### src/rtl/avl_wb_bridge_if.sv
// Avalon-MM slave and Wishbone classic master signal bundle for avl_wb_bridge.
// The master modport is the bridge's view; slave is the view of the surrounding fabric/peripheral.
interface avl_wb_bridge_if #(
  parameter int AVL_AW = 5,
  parameter int WB_AW  = 3,
  parameter int WB_DW  = 8
);
  logic [AVL_AW-1:0]  avl_address;
  logic               avl_read;
  logic               avl_write;
  logic [31:0]        avl_writedata;
  logic [3:0]         avl_byteenable;
  logic               avl_waitrequest;
  logic [31:0]        avl_readdata;
  logic               avl_readdatavalid;
  logic [1:0]         avl_response;

  logic [WB_AW-1:0]   wb_adr_o;
  logic [WB_DW-1:0]   wb_dat_o;
  logic [WB_DW-1:0]   wb_dat_i;
  logic [WB_DW/8-1:0] wb_sel_o;
  logic               wb_we_o;
  logic               wb_cyc_o;
  logic               wb_stb_o;
  logic               wb_ack_i;
  logic               wb_err_i;

  modport master (
    input  avl_address, avl_read, avl_write, avl_writedata, avl_byteenable,
    output avl_waitrequest, avl_readdata, avl_readdatavalid, avl_response,
    output wb_adr_o, wb_dat_o, wb_sel_o, wb_we_o, wb_cyc_o, wb_stb_o,
    input  wb_dat_i, wb_ack_i, wb_err_i
  );

  modport slave (
    output avl_address, avl_read, avl_write, avl_writedata, avl_byteenable,
    input  avl_waitrequest, avl_readdata, avl_readdatavalid, avl_response,
    input  wb_adr_o, wb_dat_o, wb_sel_o, wb_we_o, wb_cyc_o, wb_stb_o,
    output wb_dat_i, wb_ack_i, wb_err_i
  );
endinterface

### src/rtl/avl_wb_bridge.sv
// Avalon-MM slave to Wishbone classic master bridge with one outstanding transaction,
// bus-error/timeout read responses and a locally synchronised reset.
module avl_wb_bridge #(
  parameter int AVL_AW  = 5,
  parameter int WB_AW   = 3,
  parameter int WB_DW   = 8,
  parameter int TIMEOUT = 255
) (
  input  logic            clk_riscv,
  input  logic            rst_in,
  output logic            rst_sync_n_o,
  output logic            wb_rst_o,
  avl_wb_bridge_if.master bus
);

  localparam int SELW = WB_DW / 8;
  localparam int CW   = (TIMEOUT > 0) ? $clog2(TIMEOUT + 1) : 1;

  localparam logic [CW-1:0] C_LAST = (TIMEOUT > 0) ? CW'(TIMEOUT - 1) : '0;
  localparam logic [CW-1:0] C_MAX  = '1;

  localparam logic [1:0] S_IDLE = 2'd0;
  localparam logic [1:0] S_BUSY = 2'd1;
  localparam logic [1:0] S_RESP = 2'd2;

  logic [1:0]       r_sync;
  logic [1:0]       r_state;
  logic [CW-1:0]    r_cnt;
  logic [WB_AW-1:0] r_adr;
  logic [WB_DW-1:0] r_dat;
  logic [SELW-1:0]  r_sel;
  logic             r_we;
  logic [WB_DW-1:0] r_rdData;
  logic [1:0]       r_rdResp;
  logic             r_rdValid;

  logic w_waitReq;
  logic w_accept;
  logic w_timeout;
  logic w_done;
  logic w_unused;

  // Assert asynchronously with rst_in, release two edges after it goes high
  always_ff @(posedge clk_riscv or negedge rst_in) begin
    if (!rst_in) r_sync <= 2'b00;
    else         r_sync <= {r_sync[0], 1'b1};
  end

  assign rst_sync_n_o = r_sync[1];
  assign wb_rst_o     = ~r_sync[1];

  assign w_waitReq = ~r_sync[1] | (r_state != S_IDLE);
  assign w_accept  = (bus.avl_read | bus.avl_write) & ~w_waitReq;
  assign w_timeout = (TIMEOUT != 0) && (r_cnt == C_LAST);
  assign w_done    = bus.wb_err_i | bus.wb_ack_i | w_timeout;
  assign w_unused  = ^{bus.avl_address, bus.avl_writedata, bus.avl_byteenable};

  always_ff @(posedge clk_riscv or negedge rst_sync_n_o) begin
    if (!rst_sync_n_o) begin
      r_state   <= S_IDLE;
      r_cnt     <= '0;
      r_adr     <= '0;
      r_dat     <= '0;
      r_sel     <= '0;
      r_we      <= 1'b0;
      r_rdData  <= '0;
      r_rdResp  <= 2'b00;
      r_rdValid <= 1'b0;
    end else begin
      r_rdValid <= (r_state == S_RESP);
      case (r_state)
        S_IDLE: begin
          if (w_accept) begin
            r_adr   <= bus.avl_address[WB_AW+1:2];
            r_dat   <= bus.avl_writedata[WB_DW-1:0];
            r_sel   <= bus.avl_byteenable[SELW-1:0];
            r_we    <= bus.avl_write;
            r_cnt   <= '0;
            r_state <= S_BUSY;
          end
        end
        S_BUSY: begin
          if (r_cnt != C_MAX) r_cnt <= r_cnt + CW'(1);
          // Write completions carry no Avalon response, so errors/timeouts vanish here
          if (w_done) begin
            if (r_we) begin
              r_state <= S_IDLE;
            end else begin
              r_rdData <= (bus.wb_ack_i && !bus.wb_err_i) ? bus.wb_dat_i : '0;
              r_rdResp <= bus.wb_err_i ? 2'b10 : (bus.wb_ack_i ? 2'b00 : 2'b11);
              r_state  <= S_RESP;
            end
          end
        end
        S_RESP:  r_state <= S_IDLE;
        default: r_state <= S_IDLE;
      endcase
    end
  end

  assign bus.avl_waitrequest   = w_waitReq;
  assign bus.avl_readdatavalid = r_rdValid;
  assign bus.avl_readdata      = r_rdValid ? 32'(r_rdData) : 32'd0;
  assign bus.avl_response      = r_rdValid ? r_rdResp : 2'b00;

  assign bus.wb_adr_o = r_adr;
  assign bus.wb_dat_o = r_dat;
  assign bus.wb_sel_o = r_sel;
  assign bus.wb_we_o  = r_we;
  assign bus.wb_cyc_o = (r_state == S_BUSY);
  assign bus.wb_stb_o = (r_state == S_BUSY);

endmodule

### src/flat_wrapper.sv
// flat-port wrapper written by rule: the top's interface ports become plain ports
module avl_wb_bridge_flat 
#(
  parameter int AVL_AW  = 5,
  parameter int WB_AW   = 3,
  parameter int WB_DW   = 8,
  parameter int TIMEOUT = 255
)
  (clk_riscv, rst_in, rst_sync_n_o, wb_rst_o, bus_avl_address, bus_avl_read, bus_avl_write, bus_avl_writedata, bus_avl_byteenable, bus_avl_waitrequest, bus_avl_readdata, bus_avl_readdatavalid, bus_avl_response, bus_wb_adr_o, bus_wb_dat_o, bus_wb_sel_o, bus_wb_we_o, bus_wb_cyc_o, bus_wb_stb_o, bus_wb_dat_i, bus_wb_ack_i, bus_wb_err_i);
  avl_wb_bridge_if #(.AVL_AW(AVL_AW), .WB_AW(WB_AW), .WB_DW(WB_DW)) bus_i ();
  input  logic clk_riscv;
  input  logic rst_in;
  output logic rst_sync_n_o;
  output logic wb_rst_o;
  input wire logic [$bits(bus_i.avl_address)-1:0] bus_avl_address;
  input wire logic [$bits(bus_i.avl_read)-1:0] bus_avl_read;
  input wire logic [$bits(bus_i.avl_write)-1:0] bus_avl_write;
  input wire logic [$bits(bus_i.avl_writedata)-1:0] bus_avl_writedata;
  input wire logic [$bits(bus_i.avl_byteenable)-1:0] bus_avl_byteenable;
  output wire logic [$bits(bus_i.avl_waitrequest)-1:0] bus_avl_waitrequest;
  output wire logic [$bits(bus_i.avl_readdata)-1:0] bus_avl_readdata;
  output wire logic [$bits(bus_i.avl_readdatavalid)-1:0] bus_avl_readdatavalid;
  output wire logic [$bits(bus_i.avl_response)-1:0] bus_avl_response;
  output wire logic [$bits(bus_i.wb_adr_o)-1:0] bus_wb_adr_o;
  output wire logic [$bits(bus_i.wb_dat_o)-1:0] bus_wb_dat_o;
  output wire logic [$bits(bus_i.wb_sel_o)-1:0] bus_wb_sel_o;
  output wire logic [$bits(bus_i.wb_we_o)-1:0] bus_wb_we_o;
  output wire logic [$bits(bus_i.wb_cyc_o)-1:0] bus_wb_cyc_o;
  output wire logic [$bits(bus_i.wb_stb_o)-1:0] bus_wb_stb_o;
  input wire logic [$bits(bus_i.wb_dat_i)-1:0] bus_wb_dat_i;
  input wire logic [$bits(bus_i.wb_ack_i)-1:0] bus_wb_ack_i;
  input wire logic [$bits(bus_i.wb_err_i)-1:0] bus_wb_err_i;
  assign bus_i.avl_address = bus_avl_address;
  assign bus_i.avl_read = bus_avl_read;
  assign bus_i.avl_write = bus_avl_write;
  assign bus_i.avl_writedata = bus_avl_writedata;
  assign bus_i.avl_byteenable = bus_avl_byteenable;
  assign bus_avl_waitrequest = bus_i.avl_waitrequest;
  assign bus_avl_readdata = bus_i.avl_readdata;
  assign bus_avl_readdatavalid = bus_i.avl_readdatavalid;
  assign bus_avl_response = bus_i.avl_response;
  assign bus_wb_adr_o = bus_i.wb_adr_o;
  assign bus_wb_dat_o = bus_i.wb_dat_o;
  assign bus_wb_sel_o = bus_i.wb_sel_o;
  assign bus_wb_we_o = bus_i.wb_we_o;
  assign bus_wb_cyc_o = bus_i.wb_cyc_o;
  assign bus_wb_stb_o = bus_i.wb_stb_o;
  assign bus_i.wb_dat_i = bus_wb_dat_i;
  assign bus_i.wb_ack_i = bus_wb_ack_i;
  assign bus_i.wb_err_i = bus_wb_err_i;
  avl_wb_bridge #(.AVL_AW(AVL_AW), .WB_AW(WB_AW), .WB_DW(WB_DW), .TIMEOUT(TIMEOUT)) u_core (.clk_riscv(clk_riscv), .rst_in(rst_in), .rst_sync_n_o(rst_sync_n_o), .wb_rst_o(wb_rst_o), .bus(bus_i));
endmodule
### config.mk
export PLATFORM = sky130hd
export DESIGN_NAME = avl_wb_bridge_flat
export DESIGN_NICKNAME = d
export VERILOG_FILES = /design/src/rtl/avl_wb_bridge_if.sv /design/src/rtl/avl_wb_bridge.sv /design/src/flat_wrapper.sv
export SDC_FILE = /design/constraint.sdc
export NUM_CORES = 1
export LEC_CHECK = 0
export CAP_MARGIN = 25
export CORE_ASPECT_RATIO = 1.1
export CORE_MARGIN = 2
export CORE_UTILIZATION = 41
export CTS_BUF_LIST = sky130_fd_sc_hd__clkbuf_8
export DETAILED_ROUTE_END_ITERATION = 12
export GPL_ROUTABILITY_DRIVEN = 0
export GPL_TIMING_DRIVEN = 0
export PLACE_DENSITY_LB_ADDON = 0.08
export REMOVE_ABC_BUFFERS = 1
export SYNTH_ARGS = -nofsm -noshare
export SYNTH_HDL_FRONTEND = slang
export SYNTH_SLANG_ARGS = --single-unit
### constraint.sdc
create_clock -name clk_riscv -period 4.8 [get_ports clk_riscv]
set_input_delay 0.72 -clock clk_riscv [delete_from_list [all_inputs] [get_ports clk_riscv]]
set_output_delay 0.72 -clock clk_riscv [all_outputs]
set_load 0.01 [all_outputs]
==> results.py <==
metrics = {
    "clock_network": {
        "numCtsBuffers": 5,
        "clk_latency_ns": 0.28,
        "cts_resized": 0,
        "htreeDepth": 2,
        "cts_tree": "built",
        "clockBufferDepth": 2,
        "root_buffer": "clkbuf_8",
        "post_cts_buffers": 0,
        "cts_hold_buf": 0,
        "clk_pin_slew_worst_paths_ns": 0.07,
        "numClockSinks": 36,
    },
    "drt": {
        "wl_um": 3420,
        "vias_per_cell": 4.60,
        "firstDrtPassIters": 4,
        "drt_iter0_drc": 30,
        "wl_per_cell_um": 11.6,
        "drcViolationCount": 0,
        "vias": 1356,
        "postRouteAntennaNets": 0,
    },
    "timing": {
        "hold_viol": 0,
        "layout_min_cycle_time_ns": 2.88,
        "slew_violations": 0,
        "finalSetupTns_ns": 0,
        "post-route-period-util_pct": 60.1,
        "fmax_mhz": 347,
        "rsz0062_at_grt": "false",
        "tightest_slew_ns": 0.741,
        "clock_skew_ns": 0.00442,
        "setup_viol": 0,
        "fin_ws_ns": 1.92,
        "slew_headroom_pct": 50.6,
        "fin_hold_ws_ns": 0.337,
    },
    "finish": {
        "final_layout_size_suffix_gt1_share_pct": 5.39,
        "diodes": 0,
        "nNetsFinal": 297,
        "n_fill_cell": 399,
        "final_cells": 295,
        "areaGrowthSynthToFinish_pct": 33.5,
    },
    "logic_synthesis": {
        "syn_area_um2": 1780,
        "syn_avg_cell_area_um2": 9.68,
        "synth_seq_cells": 36,
        "yosys_warnings": 0,
        "synthArstFlopShare_pct": 100,
        "synth_edf_count": 0,
        "synth_top_area_share_pct": 50.6,
        "yosysMostFrequentCell": "nand2_1",
        "yosysTopAreaCell": "dfrtp_1",
        "ys_types": 31,
        "ys_top_cells_by_count": "nand2_1 (40), dfrtp_1 (36), buf_4 (25)",
        "synthCells": 184,
        "synth_top_cells_by_area": "dfrtp_1 (51%), buf_4 (11%), nand2_1 (8.4%)",
        "synth-main-ff-cell": "dfrtp_1",
        "seq_area_frac_synth_pct": 50.6,
    },
    "global_route": {
        "track_usage_pct": 15.6,
        "antenna_found_initial": 0,
        "gr-total-overflow": 0,
        "grt_max_degree": 38,
        "grt_pass1_wl_um": 5730,
        "grt_pass1_vias": 1288,
    },
    "hold_path": {
        "holdCritPathClass": "reg2async",
    },
    "floorplan": {
        "num_rows": 25,
        "core_um2": 4220,
        "dieHeight_um": 73.1,
        "dieArea_um2": 4890,
        "dieWidth_um": 66.8,
        "pin_count": 108,
        "start_util_pct": 42.2,
    },
    "setup_path": {
        "arrival_ns": 2.16,
        "rrSetupSlack_ns": 2.60,
        "critPathMaxFanout": 37,
        "crit_required_ns": 4.08,
        "start_kind": "flop",
        "r2r-end": "u_core.r_cnt[1]",
        "crit_type": "reg2out",
        "crit-reg2reg-launch": "u_core.r_sync[1]",
        "end_kind": "output pin",
        "ff2ff_path_depth": 4,
        "worstSetupStartpoint": "u_core.r_sync[1]",
    },
    "outcome": {
        "status": "finished, final reports clean",
    },
    "job": {
        "maxCapViolations": 0,
    },
    "pwr": {
        "p_leak_uw": 0.00111,
        "ir_drop_uv": 228,
        "power_density_nw_per_um2": 406,
        "power.total_uw": 964,
    },
    "place": {
        "post-place-ws_ns": 2.12,
        "dpl.hpwl_um": 2470,
        "io_buffers": 54,
        "dp_cells": 287,
    },
}
metal layers:
metal,part of all wire [%],global-route usage [%],vias up
met5,0,0,-
met4,1.5,5.44,0
met3,7.8,4.94,6
met2,47,26.2,53
met1,44,18.8,629
li1,-,-,668
worst max-delay path by stage:
stage,endpoint,slack [ns],cells past startpoint
3_5_place_dp,bus_avl_waitrequest,2.12,3
4_1_cts,bus_avl_waitrequest,1.81,3
3_3_place_gp,bus_avl_waitrequest,1.60,3
2_1_floorplan,bus_avl_waitrequest,2.41,2
6_report,bus_avl_waitrequest,1.92,3
5_1_grt,bus_avl_waitrequest,1.65,3
placed cells by master (no fill, tap or decap), types with 3 or more instances in the layout:
master / instances
nor2_1: 8
nand3_1: 8
xnor2_1: 5
inv_1: 7
conb_1: 25
and2_1: 10
clkdlybuf4s50_1: 54
a22o_1: 12
clkbuf_8: 5
nand2_1: 40
dfrtp_1: 35
o21ai_0: 7
nor3_1: 3
through the flow:
| step | utilization, % | area, um2 |
|---|---|---|
| 4_1_cts | 56.3 | 2380 |
| 3_5_place_dp | 53.7 | 2270 |
| 2_1_floorplan | - | 1660 |
| 3_3_place_gp | 53.7 | 2270 |
| 5_1_grt | 56.3 | 2380 |
| 6_report | 56.3 | 2380 |
kinds of logic (layout without fill, tap and decap cells):
| family | count (synthesis) | count (layout) | share of synthesized area (%) |
|---|---|---|---|
| adders and majority gates | 2 | 2 | 1.41 |
| xor gates and xnor gates | 6 | 6 | 2.95 |
| DFF | 36 | 36 | 50.6 |
| AOI/OAI and AO/OA | 25 | 25 | 9.98 |
| and+or+nand+nor | 79 | 79 | 21.7 |
| buffers and inverters | 34 | 68 | 12.9 |
| other | 2 | 25 | 0.422 |
critical path, stage by stage (launching register included):
cell	delay, ns
dfrtp_2	0.85
nor3b_2	0.46
inv_1	0.07
clkdlybuf4s50_1	0.49
flip-flops by register name, summed over array words and instances, names as in the netlist:
register,count
u_core.r_state,2
u_core.bus.wb_sel_o,1
u_core.r_sync,2
u_core.bus.wb_adr_o,3
u_core.r_rdResp,2
u_core.r_rdData,8
u_core.bus.wb_dat_o,8
u_core.r_cnt,8
u_core.bus.wb_we_o,1
u_core.bus.avl_readdatavalid,1
cell type report:
| cell class | instances | area, um2 | area share, % |
|---|---|---|---|
| sequential | 36 | 902 | 38.0 |
| clock buffer | 5 | 68.8 | 2.90 |
| inverter | 6 | 22.5 | 0.948 |
| multi-input combinational | 137 | 736 | 31.0 |
| timing repair buffer | 54 | 541 | 22.7 |
| tap | 54 | 67.6 | 2.84 |
| clock inverter | 3 | 38.8 | 1.63 |
where the power goes:
group	internal (uW)	switching (uW)	leakage [uW]
clock network	152	99.4	0.0000593
registers	380	64.1	0.000465
logic	149	120	0.000589
(Power assumes the default switching activity.)
